<file path="src/rtl/mips_pkg.sv">
// Purpose: shared types and width constants for the MEM stage.
// Latency: n/a (types only).
// Backpressure: n/a.
package mips_pkg;

  localparam int DATA_W = 32;
  localparam int ADDR_W = 32;
  localparam int REG_AW = 5;

  typedef enum logic [0:0] {
    MEM_IDLE = 1'b0,
    MEM_WAIT = 1'b1
  } mem_state_t;

  typedef struct packed {
    logic [DATA_W-1:0] read_data;
    logic [DATA_W-1:0] result;
    logic [REG_AW-1:0] dst_reg;
    logic              mem_to_reg;
    logic              reg_write;
  } mem_wb_t;

endpackage

</file>
<file path="src/rtl/dmem_access_fsm.sv">
// Purpose: data-memory request/ack handshake; holds the request until ack.
// Latency: request same cycle as acc; completes on the cycle ack is seen.
// Backpressure: mem_stall = dmem_req & ~dmem_ack; upstream freezes meanwhile.
module dmem_access_fsm (
  input  logic clk,
  input  logic rst_n,
  input  logic acc,
  input  logic dmem_ack,
  output logic dmem_req,
  output logic mem_stall,
  output logic acc_done
);
  import mips_pkg::*;

  mem_state_t state_q, state_d;

  always_ff @(posedge clk or negedge rst_n) begin
    if (!rst_n) state_q <= MEM_IDLE;
    else        state_q <= state_d;
  end

  always_comb begin
    state_d = state_q;
    case (state_q)
      MEM_IDLE: if (acc && !dmem_ack) state_d = MEM_WAIT;
      MEM_WAIT: if (dmem_ack)         state_d = MEM_IDLE;
      default:                        state_d = MEM_IDLE;
    endcase
  end

  // Gated by rst_n so an abandoned access drops the request at once.
  always_comb begin
    dmem_req = 1'b0;
    case (state_q)
      MEM_IDLE: dmem_req = acc;
      MEM_WAIT: dmem_req = 1'b1;
      default:  dmem_req = 1'b0;
    endcase
    dmem_req  = dmem_req & rst_n;
    mem_stall = dmem_req & ~dmem_ack;
    acc_done  = dmem_req & dmem_ack;
  end

endmodule

</file>
<file path="src/rtl/mem_stage_unit.sv">
// Purpose: MEM stage: branch resolve, dmem access, MEM/WB register (MEM_ALIGN_CHECK_EN adds align fault).
// Latency: 1 cycle to MEM/WB; N-wait access takes N+1 cycles with N bubbles.
// Backpressure: mem_stall holds upstream while a memory access is outstanding.
module mem_stage_unit #(
  parameter int DATA_W = 32,
  parameter int ADDR_W = 32,
  parameter int REG_AW = 5
) (
  input  logic              clk,
  input  logic              rst_n,
  input  logic              EXE_MEM_Valid,
  input  logic [DATA_W-1:0] EXE_MEM_Result,
  input  logic [DATA_W-1:0] EXE_MEM_StoreData,
  input  logic [ADDR_W-1:0] EXE_MEM_BranchAddress,
  input  logic [REG_AW-1:0] EXE_MEM_DstReg,
  input  logic              EXE_MEM_Zero,
  input  logic              BranchEqualIn,
  input  logic              BranchnotEqualIn,
  input  logic              MemReadIn,
  input  logic              MemWriteIn,
  input  logic              MemtoRegIn,
  input  logic              RegWriteIn,
  output logic              dmem_req,
  output logic              dmem_we,
  output logic [ADDR_W-1:0] dmem_addr,
  output logic [DATA_W-1:0] dmem_wdata,
  input  logic [DATA_W-1:0] dmem_rdata,
  input  logic              dmem_ack,
  output logic              PCSrc,
  output logic [ADDR_W-1:0] BranchTarget,
  output logic              mem_stall,
`ifdef MEM_ALIGN_CHECK_EN
  output logic              MEM_WB_AlignFault,
`endif
  output logic [DATA_W-1:0] MEM_WB_ReadData,
  output logic [DATA_W-1:0] MEM_WB_Result,
  output logic [REG_AW-1:0] MEM_WB_DstReg,
  output logic              MEM_WB_MemtoReg,
  output logic              MEM_WB_RegWrite
);
  import mips_pkg::*;

  logic    acc_raw, acc, align_fault, acc_done;
  mem_wb_t mem_wb_q, mem_wb_d;

  assign acc_raw = EXE_MEM_Valid & (MemReadIn | MemWriteIn);

`ifdef MEM_ALIGN_CHECK_EN
  logic align_fault_q, align_fault_d;
  assign align_fault = acc_raw & (EXE_MEM_Result[1:0] != 2'b00);
`else
  assign align_fault = 1'b0;
`endif

  assign acc        = acc_raw & ~align_fault;
  assign dmem_we    = MemWriteIn;
  assign dmem_addr  = EXE_MEM_Result[ADDR_W-1:0];
  assign dmem_wdata = EXE_MEM_StoreData;

  dmem_access_fsm u_fsm (
    .clk       (clk),
    .rst_n     (rst_n),
    .acc       (acc),
    .dmem_ack  (dmem_ack),
    .dmem_req  (dmem_req),
    .mem_stall (mem_stall),
    .acc_done  (acc_done)
  );

  // Both branch bits set means always taken; a stall suppresses the redirect.
  assign PCSrc = rst_n & EXE_MEM_Valid & ~mem_stall &
                 ((BranchEqualIn & EXE_MEM_Zero) | (BranchnotEqualIn & ~EXE_MEM_Zero));
  assign BranchTarget = EXE_MEM_BranchAddress;

  always_comb begin
    mem_wb_d = mem_wb_q;
    if (mem_stall) begin
      mem_wb_d.reg_write  = 1'b0;
      mem_wb_d.mem_to_reg = 1'b0;
    end else begin
      mem_wb_d.result     = EXE_MEM_Result;
      mem_wb_d.dst_reg    = EXE_MEM_DstReg;
      mem_wb_d.mem_to_reg = MemtoRegIn;
      mem_wb_d.reg_write  = RegWriteIn & EXE_MEM_Valid & ~align_fault;
      // Write wins over read, so a read+write access captures nothing.
      if (acc_done && MemReadIn && !MemWriteIn) mem_wb_d.read_data = dmem_rdata;
    end
  end

  always_ff @(posedge clk or negedge rst_n) begin
    if (!rst_n) mem_wb_q <= '0;
    else        mem_wb_q <= mem_wb_d;
  end

`ifdef MEM_ALIGN_CHECK_EN
  assign align_fault_d = align_fault & ~mem_stall;

  always_ff @(posedge clk or negedge rst_n) begin
    if (!rst_n) align_fault_q <= 1'b0;
    else        align_fault_q <= align_fault_d;
  end

  assign MEM_WB_AlignFault = align_fault_q;
`endif

  assign MEM_WB_ReadData = mem_wb_q.read_data;
  assign MEM_WB_Result   = mem_wb_q.result;
  assign MEM_WB_DstReg   = mem_wb_q.dst_reg;
  assign MEM_WB_MemtoReg = mem_wb_q.mem_to_reg;
  assign MEM_WB_RegWrite = mem_wb_q.reg_write;

endmodule
</file>
<file path="config.mk">
export PLATFORM = sky130hd
export DESIGN_NAME = mem_stage_unit
export DESIGN_NICKNAME = d
export VERILOG_FILES = /design/src/rtl/mips_pkg.sv /design/src/rtl/dmem_access_fsm.sv /design/src/rtl/mem_stage_unit.sv
export SDC_FILE = /design/constraint.sdc
export NUM_CORES = 1
export LEC_CHECK = 0
export CELL_PAD_IN_SITES_DETAIL_PLACEMENT = 1
export CELL_PAD_IN_SITES_GLOBAL_PLACEMENT = 2
export CORE_UTILIZATION = 19
export DETAILED_ROUTE_END_ITERATION = 10
export PLACE_DENSITY_LB_ADDON = 0.05
export SYNTH_ARGS = -nofsm -noshare
export SYNTH_HDL_FRONTEND = slang
export SYNTH_SLANG_ARGS = --single-unit
</file>
<file path="constraint.sdc">
create_clock -name clk -period 3.61 [get_ports clk]
set_clock_uncertainty 0.15 [all_clocks]
set_input_delay 0.722 -clock clk [delete_from_list [all_inputs] [get_ports clk]]
set_output_delay 0.722 -clock clk [all_outputs]
set_load 0.05 [all_outputs]
</file>
Word level (Yosys, flattened, before mapping)
Index checks and enable logic that the tools add are counted.
{"block": "op_classes", "bitwise_logic": 16, "mux": 5, "reduce_logical": 6}
{"op": "1-bit AND", "n": 10}
{"op": "1-bit inverter", "n": 4}
{"op": "1-bit one-hot mux with 2 select lines", "n": 2}
{"op": "1-bit logical AND", "n": 3}
{"op": "1-bit logical NOT", "n": 2}
{"op": "1-bit two-way mux", "n": 2}
{"op": "2-bit two-way mux", "n": 1}
{"op": "1-bit bitwise OR", "n": 2}
{"op": "2-bit AND reduction", "n": 1}
{"block": "totals", "regBits": 72, "inputBits": 144}

Longest topological paths before layout
{"block": "logic_depth", "depth_word": 8, "ltp_mapped": 4, "depth_no_buf": 3}

Hierarchy
Synthesis repeated with hierarchy kept, for this count alone.
{"block": "hier_totals", "cells_unflattened": 258, "area_unflattened_um2": 3454.6}
{"mod": "mem_stage_unit", "instances": 1, "cells_each": 251, "area_per_inst_um2": 3393.3}
{"mod": "dmem_access_fsm", "instances": 1, "cells_each": 7, "area_per_inst_um2": 61.3}

Worst setup path before layout
OpenSTA, ideal clock, no wires.
{"block": "synth_timing", "path_type": "in2out", "startpoint": "input port MemWriteIn", "endpoint": "output port PCSrc", "slack_ps": 651, "path_buffers": 0, "path_stages": 3, "t_required_ps": 2738, "t_arrival_ps": 2087, "cell_sequence": "o21ai_2 a21oi_1 nor3_1"}
{"block": "synth_between", "elab_chain_cells": 8}
{"element": "start, declared", "line_no": "mem_stage_unit.sv:20", "source": "input logic MemWriteIn,"}
{"element": "1-bit bitwise OR", "line_no": "mem_stage_unit.sv:46", "source": "assign acc_raw = EXE_MEM_Valid & (MemReadIn | MemWriteIn);"}
{"element": "1-bit AND", "line_no": "mem_stage_unit.sv:46"}
{"element": "1-bit one-hot mux with 2 select lines", "line_no": "dmem_access_fsm.sv:34", "source": "case (state_q)"}
{"element": "1-bit AND", "line_no": "dmem_access_fsm.sv:39", "source": "dmem_req = dmem_req & rst_n;"}
{"element": "1-bit AND", "line_no": "dmem_access_fsm.sv:40", "source": "mem_stall = dmem_req & ~dmem_ack;"}
{"element": "1-bit inverter (no source line)"}
{"element": "1-bit AND (2 in series)", "line_no": "mem_stage_unit.sv:71", "source": "assign PCSrc = rst_n & EXE_MEM_Valid & ~mem_stall &"}
{"element": "end, declared", "line_no": "mem_stage_unit.sv:29", "source": "output logic PCSrc,"}
Every way passes these cells.

Worst setup path after layout
{"block": "layout_timing", "startpoint": "input port MemWriteIn", "endpoint": "output port dmem_we"}
{"element": "end, declared", "line_no": "mem_stage_unit.sv:24", "source": "output logic dmem_we,"}
No word-level cell between the ends.

==> run_results.csv <==
group,metric,value,unit
worst_setup_path,start_kind,"input pin",
grt,grt_pass1_wl,14030,um
clock_network,cts_setup_buffers,0,
power_and_ir_drop,power,3.087,mW
outcome,status,"completed",
route,postRouteWirelength,9098,um
yosys,yosys_warnings,0,
clock_network,cts_hold_buf,0,
route,via_count,2166,
timing,rsz0062_at_grt,"false",
placed_design,place_area,0.005020,mm^2
worst_setup_path,worstSetupPathType,"input pin to primary output",
clock_network,ctsResizeCount,0,
yosys,syn_area_per_cell,13.88,um^2
clock_network,clockRootBuffer,"clkbuf_16",
clock_network,clkSlewWorstSetupHoldPaths,60,ps
layout,final_common_cell,"clkdlybuf4s50_1",
worst_setup_path,cp_top_family,"buffers and inverters",
timing,tightest_slew,761.9,ps
timing,min_period,3003,ps
worst_setup_path,cp_num_buf_inv,2,
hold_path,hold_path_class,"input pin to async pin",
grt,grt_pass1_vias,2415,
die,dieArea,0.01955,mm^2
placed_design,gp_congestion,0.6492,
grt,grt_util_all_layers,9.672,%
yosys,yosysTopAreaCellShare,49.93,%
placed_design,dp_hpwl,6448,um
timing,setup_viol,0,
power_and_ir_drop,clkPwrFrac,31.4,%
layout,num_antenna_cells,0,
clock_network,htree_levels,3,
timing,maxSlewViolCount,0,
worst_setup_path,cp.arrival,2130,ps
yosys,async_flop_share,100.0,%
clock_network,clock_sinks,72,
worst_setup_path,slowest_stage,"clkdlybuf4s50_1",
worst_setup_path,crit_required,2740,ps
clock_network,clk-insertion-delay-late,330,ps
yosys,synth-edff-count,0,
worst_setup_path,endpoint_kind,"primary output",
die,core,0.01864,mm^2
power_and_ir_drop,p_switching,1.096,mW
yosys,synth-main-ff-cell,"dfrtp_1",
route,viasPerCell,3.634,
placed_design,portBuffers,186,
layout,instances_no_fill,596,
timing,timing.fmax,333.0,MHz
grt,grt_antenna_before_repair,0,
placed_design,placed_cells,580,
power_and_ir_drop,combPwrFrac,36.5,%
grt,overflow,0,
layout,most-common-layout-cells,"clkdlybuf4s50_1 (182), dfrtp_1 (72), mux2_4 (37)",
yosys,yosysUniqueCellTypes,16,
clock_network,numCtsBuffers,9,
die,die_y,139.8,um
die,placementRows,50,
timing,period_share,83.20,%
route,final_antenna_net_count,0,
worst_setup_path,cpPeakStageDelay,840,ps
route,drcViolationCount,0,
power_and_ir_drop,p_leak,2.287,nW
layout,drive_gt1_share,26.52,%
run,cap_viol_max_count,0,
layout,design_area,0.005341,mm^2
worst_setup_path,cp_cell_sequence,"clkdlybuf4s50_1 -> clkdlybuf4s50_1",
yosys,ys_ff_latch,72,
yosys,syn-num-nets,404,
worst_setup_path,cp_max_fo,3,
power_and_ir_drop,peakVddDrop,194.2,uV
route,drt-wirelength-per-cell,15.27,um
timing,setup_tns,0,ps
yosys,syn_area,0.003608,mm^2
power_and_ir_drop,p_per_area,578.0,mW/mm^2
timing,whs,320.8,ps
die,start_util,19.36,%
layout,syn2layout_area_growth,48.02,%
clock_network,clockBufferDepth,2,
yosys,yosys.area.top_type,"dfrtp_1",
power_and_ir_drop,p_int,1.991,mW
timing,max-slew-margin-rel,49.21,%
layout,postLayoutCoreUtil,28.65,%
route,drt_iter0_markers,55,
timing,postLayoutSetupSlackWorst,606.7,ps
yosys,synthTopCellsByArea,"dfrtp_1 (50%), buf_4 (21%), mux2_4 (15%)",
die,die_w,139.8,um
yosys,seq_area_frac_synth,49.93,%
layout,layout.nets,501,
yosys,synthCells,260,
route,first_pass_iters,5,
placed_design,place_ws,576.9,ps
timing,hold_violations,0,
worst_setup_path,worst_path_most_repeated_cell,"clkdlybuf4s50_1",
clock_network,cts_tree,"yes",
grt,grt_max_degree,40,
power_and_ir_drop,p_sw_share,35.50,%
die,io_pins,315,
power_and_ir_drop,seqPwrFrac,32.2,%
metal layers:
layer / track usage [%] / wire length, um / part of all wire (%) / vias up
met3: 3.923 / 810 / 8.9 / 18
met2: 13.26 / 3859 / 42 / 138
li1: - / - / - / 958
met4: 5.321 / 160 / 1.8 / 0
met5: 0 / 0 / 0 / -
met1: 12.76 / 4269 / 47 / 1052
power by group through the flow:
stage	Clock, mW	Combinational, mW	Sequential [mW]
after global routing	1.05	1.17	1.01
final	0.968	1.13	0.994
after detailed placement	0	1.14	1.01
after CTS	1.02	1.14	0.996
after floorplan	0	0.457	1.45
after global placement	0	1.14	1.00
cell families after synthesis:
kind of cell           count (synthesis)  share of synthesized area [%]
AND/OR/NAND/NOR                        7                          1.040
flip-flops                            72                          49.93
multiplexers                          70                          25.66
AO/OA/AOI/OAI                          4                          1.006
buffers and inverters                107                          22.36
worst paths after layout:
path,from,to,slack [ps],cells past startpoint
worst max-delay path,MemWriteIn,dmem_we,610,2
worst min-delay path,rst_n,u_fsm.state_q,320,2
worst max register to register,u_fsm.state_q,MEM_WB_Result[5],1750,4
worst min register to register,MEM_WB_ReadData[8],MEM_WB_ReadData[8],350,1
max in group asynchronous,rst_n,MEM_WB_DstReg[3],2580,2
min in group clk,MEM_WB_ReadData[8],MEM_WB_ReadData[8],350,1
layout make-up:
| type | count | area [um^2] |
|---|---|---|
| clock inverters | 6 | 82.58 |
| repair buffers | 190 | 1907 |
| flip-flops and latches | 72 | 1802 |
| fillers | 2026 | 13300 |
| clock buffers | 10 | 239.0 |
| well taps | 234 | 292.8 |
| inverters | 3 | 11.26 |
| multi-input cells | 81 | 1007 |
Yosys cell counts, types with 2 or more instances:
| cell | count |
|---|---|
| dfrtp_1 | 72 |
| inv_1 | 3 |
| mux2_4 | 37 |
| a21oi_1 | 2 |
| nor2_1 | 2 |
| buf_4 | 100 |
| buf_6 | 4 |
| mux2_2 | 32 |
sequential cells by signal (all words and copies together) (netlist names):
register and flops:
MEM_WB_DstReg 5, MEM_WB_MemtoReg 1, MEM_WB_ReadData 32, MEM_WB_RegWrite 1, MEM_WB_Result 32, u_fsm.state_q 1
Power figures use the tool's default switching activity.
